[config.mk]
export PLATFORM = sky130hd
export DESIGN_NAME = apb_rx_seq
export DESIGN_NICKNAME = d
export VERILOG_FILES = /design/src/rtl/apb_rx_seq.sv
export SDC_FILE = /design/constraint.sdc
export NUM_CORES = 1
export LEC_CHECK = 0
export ABC_AREA = 1
export CAP_MARGIN = 30
export CORE_MARGIN = 4
export CORE_UTILIZATION = 45
export DETAILED_ROUTE_END_ITERATION = 12
export HOLD_SLACK_MARGIN = 0.02
export PLACE_DENSITY = 0.71
export SKIP_LAST_GASP = 1
export SLEW_MARGIN = 20
export SYNTH_ARGS = -nofsm -noshare
export SYNTH_HDL_FRONTEND = slang
export SYNTH_SLANG_ARGS = --single-unit
[constraint.sdc]
create_clock -name clk -period 2.8 [get_ports clk]
set_input_delay 0.28 -clock clk [delete_from_list [all_inputs] [get_ports clk]]
set_output_delay 0.28 -clock clk [all_outputs]
set_load 0.02 [all_outputs]
[src/rtl/apb_rx_seq.sv]
// apb_rx_seq: start-bit-qualified UART receive frame sequencer for the APB RX path.
// Synchronises rx_in, detects the start edge, samples each bit mid-period using
// a clamped 20-bit baud divisor, checks optional even parity, and hands completed
// bytes to the APB side over a valid/ack handshake. Frame, parity and overrun
// errors are sticky until err_clr.
//
// Optional build macro: RX_MAJORITY_VOTE_EN -- each bit is the 2-of-3 majority
// of rx_s around the nominal sample point (port list unchanged).
//
// Ports:
//   clk, rst              clock, asynchronous active-high reset
//   rx_en                 receiver enable (low aborts any frame in progress)
//   mode                  0 = 8N1, 1 = 8E1
//   baud[19:0]            clk cycles per bit (floored at MIN_BAUD)
//   rx_in                 serial line, idle high
//   rx_ack                APB has read rx_data (1-cycle pulse)
//   err_clr               clear sticky errors (1-cycle pulse)
//   rx_data, rx_valid     last accepted byte / unread flag
//   busy                  frame in progress
//   frame_err, parity_err, overrun   sticky error flags
module apb_rx_seq #(
    parameter int unsigned DATA_W      = 8,
    parameter int unsigned SYNC_STAGES = 2,
    parameter int unsigned MIN_BAUD    = 4
) (
    input  logic              clk,
    input  logic              rst,
    input  logic              rx_en,
    input  logic              mode,
    input  logic [19:0]       baud,
    input  logic              rx_in,
    input  logic              rx_ack,
    input  logic              err_clr,
    output logic [DATA_W-1:0] rx_data,
    output logic              rx_valid,
    output logic              busy,
    output logic              frame_err,
    output logic              parity_err,
    output logic              overrun
);

    localparam int unsigned CNT_W = 20;
    localparam int unsigned IDX_W = (DATA_W > 1) ? $clog2(DATA_W) : 1;

    typedef enum logic [2:0] {
        IDLE,
        START,
        DATA,
        PARITY,
        STOP
    } state_t;

    state_t               state_q, state_d;
    logic [SYNC_STAGES-1:0] sync_q;
    logic                 rx_s;
    logic                 rx_prev;
    logic [CNT_W-1:0]     cnt_q;
    logic [CNT_W-1:0]     eff_q;
    logic [CNT_W-1:0]     eff_c;
    logic [CNT_W-1:0]     point;
    logic                 mode_q;
    logic [IDX_W-1:0]     bit_idx;
    logic [DATA_W-1:0]    shreg;
    logic                 par_bad;
    logic                 hit;
    logic                 samp;
    logic                 sample_now;
    logic                 commit;
    logic                 start_go;
    logic                 accept;
    logic                 frame_set;
    logic                 par_set;
    logic                 ovr_set;

    assign rx_s  = sync_q[SYNC_STAGES-1];
    assign eff_c = (baud < CNT_W'(MIN_BAUD)) ? CNT_W'(MIN_BAUD) : baud;
    // Start bit is sampled at half a period; all later bits one full period on.
    assign point = (state_q == START) ? (eff_q >> 1) : (eff_q - CNT_W'(1));

`ifdef RX_MAJORITY_VOTE_EN
    // Decide one cycle after the nominal point so three samples are available;
    // restarting the counter at 1 keeps the bit period unchanged.
    localparam logic [CNT_W-1:0] CNT_RESTART = CNT_W'(1);
    logic [1:0] hist_q;

    always_ff @(posedge clk or posedge rst) begin
        if (rst) hist_q <= 2'b11;
        else     hist_q <= {hist_q[0], rx_s};
    end

    assign hit  = (cnt_q == point + CNT_W'(1));
    assign samp = (hist_q[1] & hist_q[0]) | (hist_q[1] & rx_s) | (hist_q[0] & rx_s);
`else
    localparam logic [CNT_W-1:0] CNT_RESTART = '0;
    assign hit  = (cnt_q == point);
    assign samp = rx_s;
`endif

    // Input synchroniser, idle-high reset so no false start edge.
    always_ff @(posedge clk or posedge rst) begin
        if (rst) sync_q <= '1;
        else     sync_q <= {sync_q[SYNC_STAGES-2:0], rx_in};
    end

    // FSM state register.
    always_ff @(posedge clk or posedge rst) begin
        if (rst) state_q <= IDLE;
        else     state_q <= state_d;
    end

    // Next state and per-cycle strobes.
    always_comb begin
        state_d    = state_q;
        start_go   = 1'b0;
        sample_now = 1'b0;
        commit     = 1'b0;
        case (state_q)
            IDLE: begin
                if (rx_en && rx_prev && !rx_s) begin
                    state_d  = START;
                    start_go = 1'b1;
                end
            end
            START: begin
                if (hit) state_d = samp ? IDLE : DATA;
            end
            DATA: begin
                if (hit && bit_idx == IDX_W'(DATA_W - 1))
                    state_d = mode_q ? PARITY : STOP;
            end
            PARITY: begin
                if (hit) state_d = STOP;
            end
            STOP: begin
                if (hit) begin
                    state_d = IDLE;
                    commit  = 1'b1;
                end
            end
            default: state_d = IDLE;
        endcase
        if (state_q != IDLE) begin
            if (!rx_en) begin
                state_d = IDLE;
                commit  = 1'b0;
            end else begin
                sample_now = hit;
            end
        end
        accept    = commit & (~rx_valid | rx_ack);
        ovr_set   = commit & rx_valid & ~rx_ack;
        frame_set = commit & ~samp;
        par_set   = commit & mode_q & par_bad;
    end

    // Datapath, counters and registered outputs.
    always_ff @(posedge clk or posedge rst) begin
        if (rst) begin
            rx_prev    <= 1'b1;
            cnt_q      <= '0;
            eff_q      <= '0;
            mode_q     <= 1'b0;
            bit_idx    <= '0;
            shreg      <= '0;
            par_bad    <= 1'b0;
            rx_data    <= '0;
            rx_valid   <= 1'b0;
            busy       <= 1'b0;
            frame_err  <= 1'b0;
            parity_err <= 1'b0;
            overrun    <= 1'b0;
        end else begin
            rx_prev <= rx_s;
            busy    <= (state_d != IDLE);

            if (state_q == IDLE || !rx_en) cnt_q <= '0;
            else if (hit)                  cnt_q <= CNT_RESTART;
            else                           cnt_q <= cnt_q + CNT_W'(1);

            if (start_go) begin
                eff_q   <= eff_c;
                mode_q  <= mode;
                bit_idx <= '0;
                par_bad <= 1'b0;
            end

            if (sample_now && state_q == DATA) begin
                shreg   <= {samp, shreg[DATA_W-1:1]};
                bit_idx <= bit_idx + IDX_W'(1);
            end
            if (sample_now && state_q == PARITY)
                par_bad <= samp ^ (^shreg);

            if (accept) begin
                rx_data  <= shreg;
                rx_valid <= 1'b1;
            end else if (rx_ack) begin
                rx_valid <= 1'b0;
            end

            // Sets win over a simultaneous clear.
            frame_err  <= (frame_err  & ~err_clr) | frame_set;
            parity_err <= (parity_err & ~err_clr) | par_set;
            overrun    <= (overrun    & ~err_clr) | ovr_set;
        end
    end

endmodule

---- Word level (Yosys, flattened, before mapping) ----
Cells that the tools add are included.
word-level totals
  logic and storage cells ................. 86
  output and inout bits ................... 13
  register bits after elaboration ......... 72
  input port bits ......................... 27
operators by class
  reductions and logical operators ........ 15
  bitwise gates (word level) .............. 18
  add/subtract/negate cells ............... 3
  $lt $le $gt $ge ......................... 1
  mux-type cells .......................... 28
  eq/ne operators ......................... 6
operators by type and width
  operator                                                                number
  20-bit two-way mux                                                      4
  3-bit two-way mux                                                       10
  20-bit by 1-bit adder with 20-bit output (second input constant)        1
  20-bit equality test                                                    1
  20-bit by 3-bit < comparator with 1-bit output (second input constant)  1
  20-bit by 1-bit subtractor with 20-bit output (second input constant)   1
  3-bit case mux with 5 select lines                                      1
  1-bit two-way mux                                                       12
  1-bit bitwise AND                                                       9
  8-bit XOR reduction                                                     1
  3-bit by 2-bit equality test with 1-bit output (second input constant)  2
  3-bit equality test (second input constant)                             2
  2-bit nonzero test                                                      3
  3-bit nonzero test                                                      2
  1-bit logical AND                                                       5
  1-bit NOT                                                               4
  1-bit bitwise OR                                                        4
  3-bit by 1-bit adder with 3-bit output (second input constant)          1
  3-bit by 1-bit equality test with 1-bit output (second input constant)  1
  3-bit zero test                                                         1
  1-bit zero test                                                         2
  2-bit two-way mux                                                       1
  1-bit logical OR                                                        1
  1-bit bitwise XOR                                                       1

---- Depth between registers and ports, before layout ----
  word-level depth ........................ 10
  mapped depth ............................ 23
  mapped depth without buffers ............ 23

---- Least setup slack after synthesis ----
No wires, ideal clock.
  kind .................................... register -> register
  start ................................... register eff_q[1]
  end ..................................... register rx_data[2]
  library setup time ...................... 0.117 ns
  cell stages (with the launch flop) ...... 21
  data required time ...................... 2.683 ns
  arrival ................................. 2.266 ns
  path slack .............................. 0.417 ns
  cell sequence ........................... dfrtp_1 inv_1 ha_1 nand2_2 nor2_4 nand3_1 nand2_1 nand2_1 nand3_1 nand2_1 nor2_1 nand2_1 nor2_2 nand3_4 nor2_8 nand2_4 clkinv_2 nand2_4 buf_6 nand2_2 o21ai_2
on the way
  word-level cells in the longest chain between the ends .. 8
RTL lines
  what                                           line  text
  start: declaration                             58    logic [CNT_W-1:0] eff_q;
  start signal: assignment                       161   eff_q <= '0;
  start signal: assignment                       181   eff_q <= eff_c;
  20-bit by 1-bit subtractor with 20-bit output  78    assign point = (state_q == START) ? (eff_q >> 1) : (eff_q - CNT_W'(1));
  20-bit two-way mux *                           78
  20-bit equality test *                         95    assign hit = (cnt_q == point);
  1-bit two-way mux *                            135   if (hit) begin
  1-bit two-way mux *                            117   case (state_q)
  1-bit two-way mux                              143   if (!rx_en) begin
  1-bit two-way mux *                            142   if (state_q != IDLE) begin
  1-bit bitwise AND *                            150   accept = commit & (~rx_valid | rx_ack);
  end signal: assignment                         195   rx_data <= shreg;
  end: declaration                               34    output logic [DATA_W-1:0] rx_data,
Every way passes the cells marked *; elsewhere a longest branch is shown, timed or not.
A chain may end at the register's enable or synchronous reset.

---- Final worst setup path ----
  start ................................... register state_q[2]
  end ..................................... register shreg[6]
on the way
  word-level cells in the longest chain between the ends .. 6
RTL lines
  what                                            line  text
  start: declaration                              53    state_t state_q, state_d;
  start signal: assignment                        108   else state_q <= state_d;
  3-bit by 1-bit equality test with 1-bit output  78
  20-bit two-way mux                              78
  20-bit equality test                            95
  1-bit two-way mux                               143
  1-bit two-way mux                               142
  1-bit logical AND *                             187   if (sample_now && state_q == DATA) begin
  end signal: assignment                          188   shreg <= {samp, shreg[DATA_W-1:1]};
  end: declaration                                63    logic [DATA_W-1:0] shreg;
Marked as above.

==> results.txt <==
The DRC violation total after the first TritonRoute iteration came out at 270. The sink count of the clock tree is 72. The TritonCTS buffer count is 9. For this run the aggregate overflow at the end of global routing stands at 0. The final count of pins violating max slew is 0. The sequential-to-total area share from yosys stat came out at 0.3901. In this run, synthesis produced a sequential element count of 72.

The worst pin sits at a relative slew slack of 0.4951. OpenSTA, run right after detailed placement, puts the worst setup slack at 0.03881 ns. Clock-pin slew was measured on the worst setup and hold paths at 0.08 ns. The standard cell core area is 9910 um^2. The summed instance area of the synthesized netlist is 4628 um^2. The accumulated negative setup slack came out at 0 ns. The synthesized netlist contains 37 unique library cells. The worst hold path belongs to the class in -> reg.

The initial antenna violation count came to 0. For the worst setup path, the data arrival time is 2.78 ns. The number of levels the H-tree was split into is 3. The total count of hold-check failures in the final report is 0. The worst-case register-to-register setup slack came out at 0.25 ns.

For this configuration, the core starts out at a cell density of 0.4670. The critical path is of the reg -> reg type. The total power per unit cell area is 477.6 nW/um^2. The count of yosys warnings during synthesis is 0.

The global-route wire length before repair came out at 20160 um. The total power is 2.624 mW. Entering global routing, the biggest net connects 40 pins. The worst hold slack across all endpoints is 0.3275 ns. After routing the design area is 5495 um^2. The most frequent cell on the critical path is sky130_fd_sc_hd__nand2_1. The number of buffer cells added on primary ports came out at 39. The slew at the pin closest to its max-slew limit is 0.7562 ns. The floorplan row count is 36.

The largest driver fanout on the critical path is 6. The clock period could shrink to 2.548 ns. The largest individual stage delay along the critical path comes from the cell sky130_fd_sc_hd__dfrtp_1. The count of mapped cells out of synthesis came out at 671.

The maximum single-stage delay on the critical path is 0.42 ns. After detailed routing, the number of vias per cell comes to 5.053. Hold repair after CTS inserted 0 buffers. Setup repair after global routing left no endpoint under its margin. The number of antenna cells inserted came out at 0. For the worst setup path, the data required time is 3.03 ns.

TritonCTS built the clock tree. The routed wire length per instance is 13.54 um. The post-route clock skew came out at 0.009892 ns. The placed wire-length estimate came out at 8963 um. Summed over all layers, the routed wires come to 11710 um. Ranked by total cell area, the synthesized netlist is headed by sky130_fd_sc_hd__dfrtp_1 37%, sky130_fd_sc_hd__nand2_1 18%, sky130_fd_sc_hd__nand3_1 8.2%, sky130_fd_sc_hd__inv_1 8.1%, sky130_fd_sc_hd__nor2_1 4.1%.

The number of setup violations in the final report came out at 0. The share of synthesized area in the top cell type comes to 0.3731. For this block, the via count after detailed routing is 4371.

The static leakage power is 2.819 nW. The net count of the finished layout is 758. The flow ran to the end, and the final reports show no timing, DRC or antenna violations. The number of design rule violations left after detail routing came out at 0. The number of nets in the synthesized netlist came out at 702.

A synthesized cell averages 6.897 um^2. CTS placed an instance of sky130_fd_sc_hd__clkbuf_8 at the clock tree root. The worst-skew pair later-pin latency came out at 0.35 ns. The filler cells instantiated in the layout total 985. Dividing the final minimum period by the clock period gives 0.9099.

The congestion estimate from routability-driven global placement came to 0.8960. The via count of the first global-routing pass is 4441. The multi-input combinational cells in the finished layout cover a total of 2429 um^2. The clock passes through at most 2 buffers. The sequential cells in the finished layout cover a total of 1807 um^2.

The worst setup path is captured at a flop. The layout overhead on the synthesized area came out at 18.73%. Walking the worst path, the cells encountered are inv_1, nand2_2, nor2_4, nand2_1, nand2_1, nand2_1, nand2_1, nand3_1, nor2_2, nand2_1, nor2_1, nand2_1, nor2_4, nand3_4, nor2_8, buf_4, nand2_1, nor2_1, a21oi_1.

The count of nets left with antenna violations once routing finished came out at 0. Based on the critical path, the design can be clocked at up to 392.5 MHz. The final core area utilization is 0.5545. From bottom edge to top edge, the die measures 109.4 um. The placement-stage cell area came out at 5179 um^2. The overall fraction of global-route tracks in use came out at 0.2131. Once layout is complete, the cells apart from fillers number 865.

The slack of the critical path is 0.2522 ns. The top cell type by total area after synthesis is sky130_fd_sc_hd__dfrtp_1. The share of post-route cells with drive strength above 1 is 0.1230.

The worst setup path is launched from a flop. The number of violations of the max-capacitance limit is 0. The die area is 11970 um^2. The first-pass iteration count of the detailed router came out at 5.

The maximum resistive drop on vdd came out at 324.6 uV. In this run, placement finished with an instance count of 839. The die is 109.4 um wide. 40 I/O pins were placed.
[cells in the final DEF, fill, tap and decap left out, types with 2 or more instances in the layout]
cell type,synthesis,layout
sky130_fd_sc_hd__nor2_4,5,7
sky130_fd_sc_hd__nand2_1,223,222
sky130_fd_sc_hd__clkinv_2,1,2
sky130_fd_sc_hd__clkbuf_8,0,9
sky130_fd_sc_hd__o22ai_1,2,2
sky130_fd_sc_hd__dfstp_2,3,3
sky130_fd_sc_hd__nand4_1,17,17
sky130_fd_sc_hd__clkinvlp_4,0,2
sky130_fd_sc_hd__o21ai_2,5,5
sky130_fd_sc_hd__nor4_1,8,7
sky130_fd_sc_hd__or2_2,3,3
sky130_fd_sc_hd__nor3_1,8,8
sky130_fd_sc_hd__xnor2_1,3,3
sky130_fd_sc_hd__nand3b_1,4,4
sky130_fd_sc_hd__ha_1,4,3
sky130_fd_sc_hd__nor2_8,2,2
sky130_fd_sc_hd__nand2_4,4,4
sky130_fd_sc_hd__nand3_1,76,75
sky130_fd_sc_hd__inv_1,100,97
sky130_fd_sc_hd__o21ai_1,10,10
sky130_fd_sc_hd__clkinv_4,0,2
sky130_fd_sc_hd__dfrtp_1,69,68
sky130_fd_sc_hd__inv_6,0,2
sky130_fd_sc_hd__xor2_1,9,9
sky130_fd_sc_hd__nor2_2,9,13
sky130_fd_sc_hd__nor2_1,51,46
sky130_fd_sc_hd__o211ai_1,2,2
sky130_fd_sc_hd__nand2_2,6,6
sky130_fd_sc_hd__a21oi_1,4,4
sky130_fd_sc_hd__inv_2,3,6
sky130_fd_sc_hd__clkdlybuf4s50_1,0,39
sky130_fd_sc_hd__buf_4,1,15
sky130_fd_sc_hd__o21ai_0,23,23
[cell usage after synthesis]
cell,number
sky130_fd_sc_hd__o211ai_1,2
sky130_fd_sc_hd__nand2_2,6
sky130_fd_sc_hd__dfrtp_1,69
sky130_fd_sc_hd__inv_2,3
sky130_fd_sc_hd__nand3_4,1
sky130_fd_sc_hd__or2_2,3
sky130_fd_sc_hd__o21ai_2,5
sky130_fd_sc_hd__clkbuf_1,4
sky130_fd_sc_hd__nor2_8,2
sky130_fd_sc_hd__nand3_1,76
sky130_fd_sc_hd__o21bai_2,1
sky130_fd_sc_hd__buf_2,3
sky130_fd_sc_hd__a22oi_1,1
sky130_fd_sc_hd__clkinv_2,1
sky130_fd_sc_hd__inv_1,100
sky130_fd_sc_hd__nor2_2,9
sky130_fd_sc_hd__nor4_1,8
sky130_fd_sc_hd__buf_4,1
sky130_fd_sc_hd__dfstp_2,3
sky130_fd_sc_hd__nand2_4,4
sky130_fd_sc_hd__o21ai_1,10
sky130_fd_sc_hd__buf_6,3
sky130_fd_sc_hd__nor2_1,51
sky130_fd_sc_hd__o21ai_0,23
sky130_fd_sc_hd__o22ai_1,2
sky130_fd_sc_hd__xor2_1,9
sky130_fd_sc_hd__and2_1,1
sky130_fd_sc_hd__xnor2_1,3
sky130_fd_sc_hd__a31oi_1,1
sky130_fd_sc_hd__nor3_1,8
sky130_fd_sc_hd__nor3_2,1
sky130_fd_sc_hd__nand4_1,17
sky130_fd_sc_hd__a21oi_1,4
sky130_fd_sc_hd__nor2_4,5
sky130_fd_sc_hd__ha_1,4
sky130_fd_sc_hd__nand3b_1,4
sky130_fd_sc_hd__nand2_1,223
[power breakdown]
part / leakage (nW) / internal (mW) / switching (mW) / total [mW]
combinational: 1.78 / 0.244 / 0.434 / 0.678
sequential: 0.948 / 1.10 / 0.0851 / 1.19
clock: 0.0862 / 0.329 / 0.430 / 0.758
[logic make-up (layout without fill, tap and decap cells)]
group	Yosys count	count (layout)	share of synthesized area
AOI/OAI and AO/OA	49	49	0.06083
xor gates and xnor gates	12	12	0.02271
adders and majority gates	4	4	0.01081
buffers and inverters	115	175	0.1000
DFF	72	72	0.3901
and+or+nand+nor	419	420	0.4155
[state kept, by name (all words and copies together) (netlist names)]
signal and flops:
cnt_q 20, eff_q 20, rx_data 8, shreg 8
bit_idx 3, state_q 3, sync_q 2, busy 1
frame_err 1, mode_q 1, overrun 1, par_bad 1
parity_err 1, rx_prev 1, rx_valid 1
[routing by layer]
metal / vias to the layer above / GRT usage / wire, um
li1: 2227 / - / -
met1: 2033 / 0.2569 / 5222
met2: 95 / 0.3788 / 5781
met3: 16 / 0.04169 / 479
met4: 0 / 0.07213 / 225
met5: - / 0 / 0
[cell type report]
cell class	count	area share
clock inverter	7	0.01002
multi-input combinational	485	0.4419
tap	133	0.03028
sequential	72	0.3288
inverter	104	0.07127
timing repair buffer	55	0.09517
clock buffer	9	0.02254
[what timing repair did]
| item | in CTS | in global routing |
|---|---|---|
| setup endpoints to repair | 0 | 44 |
| resized for setup | 0 | 17 |
| setup buffers | 0 | 9 |
[critical path: cells and delay by family, from the launching register on]
| kind | cells | cell delay [ns] |
|---|---|---|
| AND/OR/NAND/NOR | 16 | 1.71 |
| flip-flops | 1 | 0.42 |
| buffers and inverters | 2 | 0.23 |
| AO/OA/AOI/OAI | 1 | 0.05 |
[final timing paths]
kind	endpoint	startpoint	depth (start not counted)
setup / recovery	shreg[6]$_DFFE_PP0P_	state_q[2]$_DFF_PP0_	19
setup reg to reg	shreg[6]$_DFFE_PP0P_	state_q[2]$_DFF_PP0_	19
min in group asynchronous	mode_q$_DFFE_PP0P_	rst	2
hold reg to reg	sync_q[1]$_DFF_PP1_	sync_q[0]$_DFF_PP1_	0
max in group asynchronous	cnt_q[9]$_DFF_PP0_	rst	3
hold / removal	sync_q[0]$_DFF_PP1_	rx_in	1
(Power assumes the default switching activity.)
